### config.mk
export PLATFORM = sky130hd
export DESIGN_NAME = idu_issue_buf
export DESIGN_NICKNAME = d
export VERILOG_FILES = /design/src/rtl/idu_issue_buf_pkg.sv /design/src/rtl/rv32i_pre_dec.sv /design/src/rtl/idu_issue_buf.sv
export SDC_FILE = /design/constraint.sdc
export NUM_CORES = 1
export LEC_CHECK = 0
export ABC_AREA = 1
export CAP_MARGIN = 0
export CORE_MARGIN = 5
export CORE_UTILIZATION = 53
export CTS_CLUSTER_DIAMETER = 200
export DETAILED_ROUTE_END_ITERATION = 16
export MAX_ROUTING_LAYER = met4
export PLACE_DENSITY = 0.81
export SETUP_SLACK_MARGIN = 0.15
export SLEW_MARGIN = 20
export SYNTH_ARGS = -nofsm -noshare
export SYNTH_HDL_FRONTEND = slang
export SYNTH_SLANG_ARGS = --single-unit
### constraint.sdc
create_clock -name clk -period 1.8 [get_ports clk]
set_input_delay 0.27 -clock clk [delete_from_list [all_inputs] [get_ports clk]]
set_output_delay 0.27 -clock clk [all_outputs]
set_load 0.05 [all_outputs]
### src/rtl/idu_issue_buf_pkg.sv
// Shared RV32I pre-decode types: opcode classes, major opcodes, immediate formats.
package idu_issue_buf_pkg;

  localparam int unsigned XLEN    = 32;
  localparam int unsigned RD_W    = 5;
  localparam int unsigned OPCLS_W = 4;

  typedef enum logic [OPCLS_W-1:0] {
    OPCLS_LUI      = 4'd0,
    OPCLS_AUIPC    = 4'd1,
    OPCLS_JAL      = 4'd2,
    OPCLS_JALR     = 4'd3,
    OPCLS_BRANCH   = 4'd4,
    OPCLS_LOAD     = 4'd5,
    OPCLS_STORE    = 4'd6,
    OPCLS_OP_IMM   = 4'd7,
    OPCLS_OP       = 4'd8,
    OPCLS_MISC_MEM = 4'd9,
    OPCLS_SYSTEM   = 4'd10,
    OPCLS_ILLEGAL  = 4'd11
  } opcls_e;

  // Major opcode field ir[6:2]
  localparam logic [4:0] MAJ_LUI      = 5'b01101;
  localparam logic [4:0] MAJ_AUIPC    = 5'b00101;
  localparam logic [4:0] MAJ_JAL      = 5'b11011;
  localparam logic [4:0] MAJ_JALR     = 5'b11001;
  localparam logic [4:0] MAJ_BRANCH   = 5'b11000;
  localparam logic [4:0] MAJ_LOAD     = 5'b00000;
  localparam logic [4:0] MAJ_STORE    = 5'b01000;
  localparam logic [4:0] MAJ_OP_IMM   = 5'b00100;
  localparam logic [4:0] MAJ_OP       = 5'b01100;
  localparam logic [4:0] MAJ_MISC_MEM = 5'b00011;
  localparam logic [4:0] MAJ_SYSTEM   = 5'b11100;

  typedef enum logic [2:0] {
    FMT_I    = 3'd0,
    FMT_S    = 3'd1,
    FMT_B    = 3'd2,
    FMT_U    = 3'd3,
    FMT_J    = 3'd4,
    FMT_NONE = 3'd5
  } imm_fmt_e;

  typedef struct packed {
    opcls_e            opcls;
    logic [RD_W-1:0]   rd;
    logic [XLEN-1:0]   imm;
    logic              illegal;
  } dec_t;

  // Assemble the sign/format-extended immediate for a given format
  function automatic logic [XLEN-1:0] imm_ext(input imm_fmt_e fmt, input logic [31:0] ir);
    logic [XLEN-1:0] imm;
    case (fmt)
      FMT_I:   imm = {{20{ir[31]}}, ir[31:20]};
      FMT_S:   imm = {{20{ir[31]}}, ir[31:25], ir[11:7]};
      FMT_B:   imm = {{19{ir[31]}}, ir[31], ir[7], ir[30:25], ir[11:8], 1'b0};
      FMT_U:   imm = {ir[31:12], 12'b0};
      FMT_J:   imm = {{11{ir[31]}}, ir[31], ir[19:12], ir[20], ir[30:21], 1'b0};
      default: imm = '0;
    endcase
    return imm;
  endfunction

endpackage

### src/rtl/rv32i_pre_dec.sv
// Combinational RV32I pre-decoder: opcode class, rd, immediate, illegal flag.
module rv32i_pre_dec
  import idu_issue_buf_pkg::*;
(
  input  logic [31:0] ir,
  output dec_t        dec_c
);

  opcls_e   opcls;
  imm_fmt_e fmt;
  logic     illegal;

  // Classify the major opcode and pick the immediate format
  always_comb begin
    opcls   = OPCLS_ILLEGAL;
    fmt     = FMT_NONE;
    illegal = 1'b1;
    if (ir[1:0] == 2'b11) begin
      illegal = 1'b0;
      case (ir[6:2])
        MAJ_LUI:      begin opcls = OPCLS_LUI;      fmt = FMT_U;    end
        MAJ_AUIPC:    begin opcls = OPCLS_AUIPC;    fmt = FMT_U;    end
        MAJ_JAL:      begin opcls = OPCLS_JAL;      fmt = FMT_J;    end
        MAJ_JALR:     begin opcls = OPCLS_JALR;     fmt = FMT_I;    end
        MAJ_BRANCH:   begin opcls = OPCLS_BRANCH;   fmt = FMT_B;    end
        MAJ_LOAD:     begin opcls = OPCLS_LOAD;     fmt = FMT_I;    end
        MAJ_STORE:    begin opcls = OPCLS_STORE;    fmt = FMT_S;    end
        MAJ_OP_IMM:   begin opcls = OPCLS_OP_IMM;   fmt = FMT_I;    end
        MAJ_OP:       begin opcls = OPCLS_OP;       fmt = FMT_NONE; end
        MAJ_MISC_MEM: begin opcls = OPCLS_MISC_MEM; fmt = FMT_NONE; end
        MAJ_SYSTEM:   begin opcls = OPCLS_SYSTEM;   fmt = FMT_I;    end
        default: begin
          opcls   = OPCLS_ILLEGAL;
          fmt     = FMT_NONE;
          illegal = 1'b1;
        end
      endcase
    end
  end

  assign dec_c = {opcls, ir[11:7], imm_ext(fmt, ir), illegal};

endmodule

### src/rtl/idu_issue_buf.sv
// Issue buffer between IFU and EXU: pre-decodes fetched instructions and queues them.
module idu_issue_buf
  import idu_issue_buf_pkg::*;
#(
  parameter int unsigned PC_W  = 32,
  parameter int unsigned DEPTH = 2
) (
  input  logic            clk,
  input  logic            rst_n,
  input  logic            flush,
  input  logic            ifetch_rsp_vld,
  output logic            ifetch_rsp_rdy,
  input  logic [PC_W-1:0] ifetch_rsp_pc,
  input  logic [31:0]     ifetch_rsp_ir,
  output logic            iexec_req_vld,
  input  logic            iexec_req_rdy,
  output logic [PC_W-1:0] iexec_req_pc,
  output logic [31:0]     iexec_req_ir,
  output logic [3:0]      iexec_req_opcls,
  output logic [4:0]      iexec_req_rd,
  output logic [31:0]     iexec_req_imm,
  output logic            iexec_req_illegal
);

  localparam int unsigned PTR_W = $clog2(DEPTH);
  localparam int unsigned CNT_W = PTR_W + 1;

  logic [PC_W-1:0]  pc_q  [DEPTH];
  logic [31:0]      ir_q  [DEPTH];
  dec_t             dec_q [DEPTH];

  logic [PTR_W-1:0] wr_q, wr_d, rd_q, rd_d;
  logic [CNT_W-1:0] cnt_q, cnt_d;
  logic             vld_q, rdy_q;
  logic             push, pop;
  dec_t             dec_c;

  rv32i_pre_dec u_pre_dec (
    .ir    (ifetch_rsp_ir),
    .dec_c (dec_c)
  );

  assign push = ifetch_rsp_vld & rdy_q & ~flush;
  assign pop  = vld_q & iexec_req_rdy;

  // Next pointer/count; flush wins over any same-cycle push or pop
  always_comb begin
    wr_d  = wr_q;
    rd_d  = rd_q;
    cnt_d = cnt_q;
    if (flush) begin
      wr_d  = '0;
      rd_d  = '0;
      cnt_d = '0;
    end else begin
      if (push) wr_d = PTR_W'(wr_q + 1'b1);
      if (pop)  rd_d = PTR_W'(rd_q + 1'b1);
      case ({push, pop})
        2'b10:   cnt_d = CNT_W'(cnt_q + 1'b1);
        2'b01:   cnt_d = CNT_W'(cnt_q - 1'b1);
        default: cnt_d = cnt_q;
      endcase
    end
  end

  // Pointer, occupancy and handshake flag registers
  always_ff @(posedge clk or negedge rst_n) begin
    if (!rst_n) begin
      wr_q  <= '0;
      rd_q  <= '0;
      cnt_q <= '0;
      vld_q <= 1'b0;
      rdy_q <= 1'b1;
    end else begin
      wr_q  <= wr_d;
      rd_q  <= rd_d;
      cnt_q <= cnt_d;
      vld_q <= (cnt_d != '0);
      rdy_q <= (cnt_d != CNT_W'(DEPTH));
    end
  end

  // Entry storage; written only on an accepted push, never cleared by flush
  always_ff @(posedge clk or negedge rst_n) begin
    if (!rst_n) begin
      for (int i = 0; i < DEPTH; i++) begin
        pc_q[i]  <= '0;
        ir_q[i]  <= '0;
        dec_q[i] <= '0;
      end
    end else if (push) begin
      pc_q[wr_q]  <= ifetch_rsp_pc;
      ir_q[wr_q]  <= ifetch_rsp_ir;
      dec_q[wr_q] <= dec_c;
    end
  end

  assign ifetch_rsp_rdy    = rdy_q;
  assign iexec_req_vld     = vld_q;
  assign iexec_req_pc      = pc_q[rd_q];
  assign iexec_req_ir      = ir_q[rd_q];
  assign iexec_req_opcls   = dec_q[rd_q].opcls;
  assign iexec_req_rd      = dec_q[rd_q].rd;
  assign iexec_req_imm     = dec_q[rd_q].imm;
  assign iexec_req_illegal = dec_q[rd_q].illegal;

endmodule
==> results.yml, run 1 <==
run_status:
  status: "finished with violations"
  violations: "negative setup slack"
placement:
  post-dp-hpwl_mm: 18.10
  dp_slack_ns: -0.3739
  io_buffers: 176
  routabilityCongestion: 0.8500
sta:
  final.min_clock_period_ns: 2.023
  worst_slack_ns: -0.2228
  fmax_ghz: 0.4944
  finalHoldViolations: 0
  setup_tns_ns: -16.20
  finalSetupViolations: 106
  maxSlewViolCount: 0
  fin_crit_sh: 1.124
  fin_skew_ns: 0.009016
  rsz0062_at_grt: "true"
  slew_headroom: 0.6926
  max_slew.worst_pin.slew_ns: 0.4610
cts:
  clk_pin_slew_ns: 0.06
  cts_made_buffers: 22
  clock_sinks: 208
  clock_latency_ns: 0.50
  ctsRootBufferMaster: "clkbuf_16"
  clockBufferDepth: 3
  htree_levels: 1
  cts_tree: "yes"
die:
  die_area_mm2: 0.02098
  start_util: 0.5382
  die_height_um: 144.8
  row_count: 49
  core-area_mm2: 0.01790
  pin_count: 177
  die_w_um: 144.8
global_routing:
  first_global_vias: 8745
  antenna_found_initial: 1
  grt_pass1_wl_mm: 43.86
  grt_use_total: 0.2691
  globalRouteOverflowTotal: 0
  grt_max_degree: 50
pwr:
  pwr-share-comb: 0.392
  power.total_mw: 18.09
  power_density_mw_per_mm2: 1328
  leakage_nw: 7.307
  switchingPower_mw: 7.027
  seq_power_share: 0.359
  p_clk_frac: 0.249
  p_sw_frac: 0.3886
  vdd_drop_max_v: 0.001011
  p_int_mw: 11.06
setup_path:
  crit_start: "rd_q$_DFFE_PN0P_"
  cp_data_arrival_time_ns: 1.75
  r2r-start: "ifetch_rsp_rdy$_DFF_PN1_"
  worstSetupPathType: "reg2out"
  required_ns: 1.53
  end_kind: "output pin"
  crit_fanout: 8
  critPathLaunchType: "flop"
yosys:
  avgSynthCellArea_um2: 7.653
  syn_area_mm2: 0.009635
  syn_inst: 1259
  ys_seq_elements: 208
  seq_area_frac_synth: 0.5403
  synth-simple-area-share: 0.3089
  synthAdderAreaFrac: 0.001299
  synth_xor_area_frac: 0
  synth_top_family_by_area: "simple AND/OR/NAND/NOR gates"
  muxShareOfSynthArea: 0
  yosysWarnings: 0
  syn_nets: 1329
  synth_cell_types: 29
  synth_compound_area_frac: 0.08181
min_path:
  worstHoldStart: "ifetch_rsp_ir[2]"
  hp-class: "in2reg"
route:
  ant_nets: 0
  firstDrtPassIters: 5
  vias_per_cell: 5.345
  drcViolationCount: 0
  first_iter_violations: 828
  wl_per_cell_um: 16.92
  num_vias: 9119
  wl_mm: 28.86
job:
  maxCapViolations: 0
finish:
  syn2layout_area_growth_pct: 41.37
  nets: 1530
  n_fill_cell: 1198
  final_common_cell: "nand2_1"
  layout-drive-gt1-share: 0.2520
  layout_common_cells: "nand2_1, dfrtp_1, o21ai_0"
-- path summary, 6_finish.rpt --
check	end	slack (ns)	depth (start not counted)
max	iexec_req_imm[14]	-0.22	5
min in group asynchronous	pc_q[62]$_DFFE_PN0P_	0.28	2
min reg2reg	dec_q[46]$_DFFE_PN0P_	0.48	2
min	ir_q[2]$_DFFE_PN0P_	0.22	4
max in group asynchronous	pc_q[23]$_DFFE_PN0P_	0.88	3
max reg2reg	iexec_req_vld$_DFF_PN0_	0.20	8
-- cells by family (layout without fill, tap and decap cells) --
logic type | Yosys count | in the layout
and+or+nand+nor | 733 | 733
DFF | 208 | 208
buffers and inverters | 162 | 379
AOI/OAI and AO/OA | 155 | 155
adders and majority gates | 1 | 1
other | 0 | 1
-- cells in the mapped netlist, drive strengths merged --
master	count	area, um^2
inv	88	330.3
a31oi	4	25.02
nand2	666	2527
clkbuf	64	240.2
nor2	20	112.6
nor3	2	10.01
buf	10	81.32
o211ai	1	7.510
dfrtp	207	5180
ha	1	12.51
a211oi	2	15.01
nand3	39	282.8
o21ai	146	730.7
nand4	5	37.53
a21oi	2	10.01
dfstp	1	26.28
or2	1	6.260
-- registers in the layout (all words and copies together), names as in the netlist --
signal and flops:
dec_q 74, ir_q 64, pc_q 64, cnt_q 2, iexec_req_vld 1, ifetch_rsp_rdy 1
rd_q 1, wr_q 1
-- power by group through the flow --
| stage | Clock [mW] | Combinational [mW] | Sequential (mW) |
|---|---|---|---|
| final | 4.51 | 7.08 | 6.49 |
| after global placement | 0 | 6.21 | 6.45 |
| after detailed placement | 0 | 6.32 | 6.50 |
| after global routing | 4.75 | 7.55 | 6.63 |
| after CTS | 4.56 | 6.67 | 6.44 |
| after floorplan | 0 | 4.39 | 6.39 |
-- critical path, stage by stage, from the launching register on --
cell and delay, ns:
dfrtp_4 0.55, buf_12 0.17, clkbuf_16 0.18, nand2_1 0.09
nand2_2 0.09, buf_6 0.16
-- per-stage QoR --
step                cells  area [um^2]  hold slack [ns]    util
CTS                  1696        13090           0.3027  0.7311
global placement     1651        12020           0.2608  0.6716
floorplan            1259         9981         -0.02559       -
finish               1706        13620           0.2222  0.7609
detailed placement   1651        12020           0.2647  0.6716
global route         1706        13620           0.2182  0.7609
-- per-layer routing --
metal	share of wire	wire, um	global-route usage
met1	0.40	11660	0.3569
met4	0.038	1083	0.08297
met3	0.078	2246	0.04206
met2	0.48	13870	0.4306
met5	0	0	-
-- timing repair --
item | CTS | global route
hold buffers | 1 | 0
setup endpoints to repair | 111 | 169
resized for setup | 68 | 121
pin swaps | 1 | 20
hold endpoints to repair | 41 | 0
buffers inserted | 2 | 6
cloned | 2 | 3
-- cell type report --
type / instances / area (um^2) / area share
repair buffers: 251 / 2855 / 0.2096
multi-input cells: 889 / 4194 / 0.3079
clock inverters: 7 / 62.56 / 0.004593
well taps: 229 / 286.5 / 0.02103
clock buffers: 33 / 663.1 / 0.04868
diodes: 1 / 2.502 / 0.0001837
inverters: 88 / 347.8 / 0.02554
flip-flops and latches: 208 / 5210 / 0.3825
(Power assumes the default switching activity.)
==> run 2, diff against run 1 <==
- clock period: 1.8 -> 2.3 ns (I/O delays scaled with it)
==> run 2 against run 1 <==
  * The run now ends clean
  * Via count decreased by 3.6%
  * Utilization decreased by 6.1 points
  * Worst hold slack improved by 0.15 ns
  * Cell count decreased by 2.6%
  * Flip-flop and latch count unchanged
  * Global-route usage decreased by 0.98 points
==> results.yml, run 2 (synthesized netlist as in run 1, its figures left out) <==
sta:
  fin_skew_ns: 0.007261
  setup_tns_ns: 0
  maxSlewViolCount: 0
  rsz0062_at_grt: "true"
  max_slew.worst_pin.slew_ns: 0.4896
  finalSetupViolations: 0
  slew_headroom: 0.6726
  fin_crit_sh: 0.9239
  final.min_clock_period_ns: 2.125
  fmax_ghz: 0.4706
  finalHoldViolations: 0
setup_path:
  worstRegToRegCells: 8
  r2r-start: "ifetch_rsp_rdy$_DFF_PN1_"
  slowest_delay_ns: 0.55
  crit_fanout: 13
  critPathSlowestCell: "dfrtp_4"
  end_kind: "output pin"
  required_ns: 1.96
  rrSetupSlack_ns: 0.55
  cp_data_arrival_time_ns: 1.78
  path_common_cell: "nand2_1"
  cp_cell_sequence: "buf_12 > buf_6 > nand2_1 > nand2_1 > buf_4"
  worstSetupPathType: "reg2out"
  reg2reg_to: "cnt_q[1]$_DFF_PN0_"
  critPathLaunchType: "flop"
finish:
  layout-drive-gt1-share: 0.1591
  n_fill_cell: 1430
  final_common_cell: "nand2_1"
  layout_common_cells: "nand2_1, dfrtp_1, o21ai_0"
  syn2layout_area_growth_pct: 30.03
  final_core_utilization: 0.6999
  diodes: 0
  largest-register: "dec_q"
  nets: 1488
  largest_reg_flops: 74
  top_regs: "dec_q: 74 flops, ir_q: 64 flops, pc_q: 64 flops"
min_path:
  hp-class: "in2async"
global_routing:
  first_global_vias: 8258
  grt_use_total: 0.2592
  grt_pass1_wl_mm: 42.46
  grt_max_degree: 89
  antenna_found_initial: 0
  globalRouteOverflowTotal: 0
die:
  start_util: 0.5382
  core-area_mm2: 0.01790
  die_w_um: 144.8
  row_count: 49
  pin_count: 177
  die_height_um: 144.8
  die_area_mm2: 0.02098
route:
  firstDrtPassIters: 5
  ant_nets: 0
  wl_mm: 27.58
  wl_per_cell_um: 16.59
  drcViolationCount: 0
  vias_per_cell: 5.287
  first_iter_violations: 660
  num_vias: 8787
placement:
  io_buffers: 176
  routabilityCongestion: 0.8224
  post-dp-hpwl_mm: 16.59
cts:
  ctsRootBufferMaster: "clkbuf_16"
  clockBufferDepth: 3
  clock_sinks: 208
  clock_latency_ns: 0.50
  htree_levels: 1
  cts_tree: "yes"
  clk_pin_slew_ns: 0.07
  cts_made_buffers: 22
pwr:
  vdd_drop_max_v: 0.0007381
  leakage_nw: 6.935
  power_density_mw_per_mm2: 1101
job:
  maxCapViolations: 0
run_status:
  status: "finished clean"
[run 2: changes by cell type in the layout (fill, tap and decap cells not counted), sizes merged, moves of 2 or more]
| cell | delta |
|---|---|
| inv | +2 |
| bufinv | +3 |
| clkbuf | -5 |
| buf | -46 |
| dlymetal6s2s | -4 |
| clkdlybuf4s50 | +6 |
[run 2: power by group]
part | switching [mW] | leakage (nW) | total, mW | internal (mW)
clock network | 1.43 | 0.394 | 3.82 | 2.39
logic | 3.35 | 3.88 | 4.92 | 1.57
registers | 0.492 | 2.66 | 5.06 | 4.56
total | 5.27 | 6.93 | 13.8 | 8.52
[run 2: worst max path at each step]
stage,start,endpoint,slack (ns),cells past startpoint
global route,rd_q$_DFFE_PN0P_,iexec_req_opcls[2],0.12,5
detailed placement,ifetch_rsp_ir[6],dec_q[21]$_DFFE_PN0P_,-0.06,9
floorplan,rd_q$_DFFE_PN0P_,iexec_req_opcls[0],0.17,3
CTS,rd_q$_DFFE_PN0P_,iexec_req_ir[1],0.12,4
finish,rd_q$_DFFE_PN0P_,iexec_req_ir[12],0.17,5
global placement,ifetch_rsp_ir[3],dec_q[63]$_DFFE_PN0P_,-0.03,10
[run 2: final cells by class]
type / instances / area, um^2 / area share
clock buffers: 28 / 634.4 / 0.05063
clock inverters: 11 / 157.7 / 0.01258
inverters: 88 / 347.8 / 0.02776
multi-input cells: 889 / 3800 / 0.3033
flip-flops and latches: 208 / 5210 / 0.4158
well taps: 229 / 286.5 / 0.02287
repair buffers: 207 / 2076 / 0.1657
repair inverters: 2 / 17.52 / 0.001398
[run 2: critical path, delay by kind of cell, from the launching register on]
kind	cells	cell delay, ns
buffers and inverters	3	0.57
flip-flops	1	0.55
AND/OR/NAND/NOR	2	0.15
[run 2: layer usage]
layer,GRT usage,wire length [um],vias up
met5,-,0,-
met4,0.06333,726,0
met3,0.03845,2405,55
met2,0.4189,13180,365
met1,0.3488,11260,4162
li1,-,-,4205
[run 2: timing repair]
item	in CTS	in global routing
hold buffers	1	0
endpoints found under the setup margin	97	89
endpoints found under the hold margin	50	0
pin swaps	0	0
gates resized for setup	16	12
gates cloned	1	7
buffers inserted	0	5
[run 2: per-stage QoR]
stage | power [mW] | setup WS [ns] | hold WS [ns] | instances | area, um^2
floorplan | 8.254 | 0.1674 | 0.04941 | 1259 | 9635
global placement | 9.656 | -0.02854 | 0.3395 | 1609 | 11420
detailed placement | 9.769 | -0.05959 | 0.3433 | 1609 | 11420
CTS | 13.70 | 0.1192 | 0.3812 | 1650 | 12310
global route | 14.51 | 0.1187 | 0.4007 | 1662 | 12530
finish | 13.80 | 0.1749 | 0.3721 | 1662 | 12530
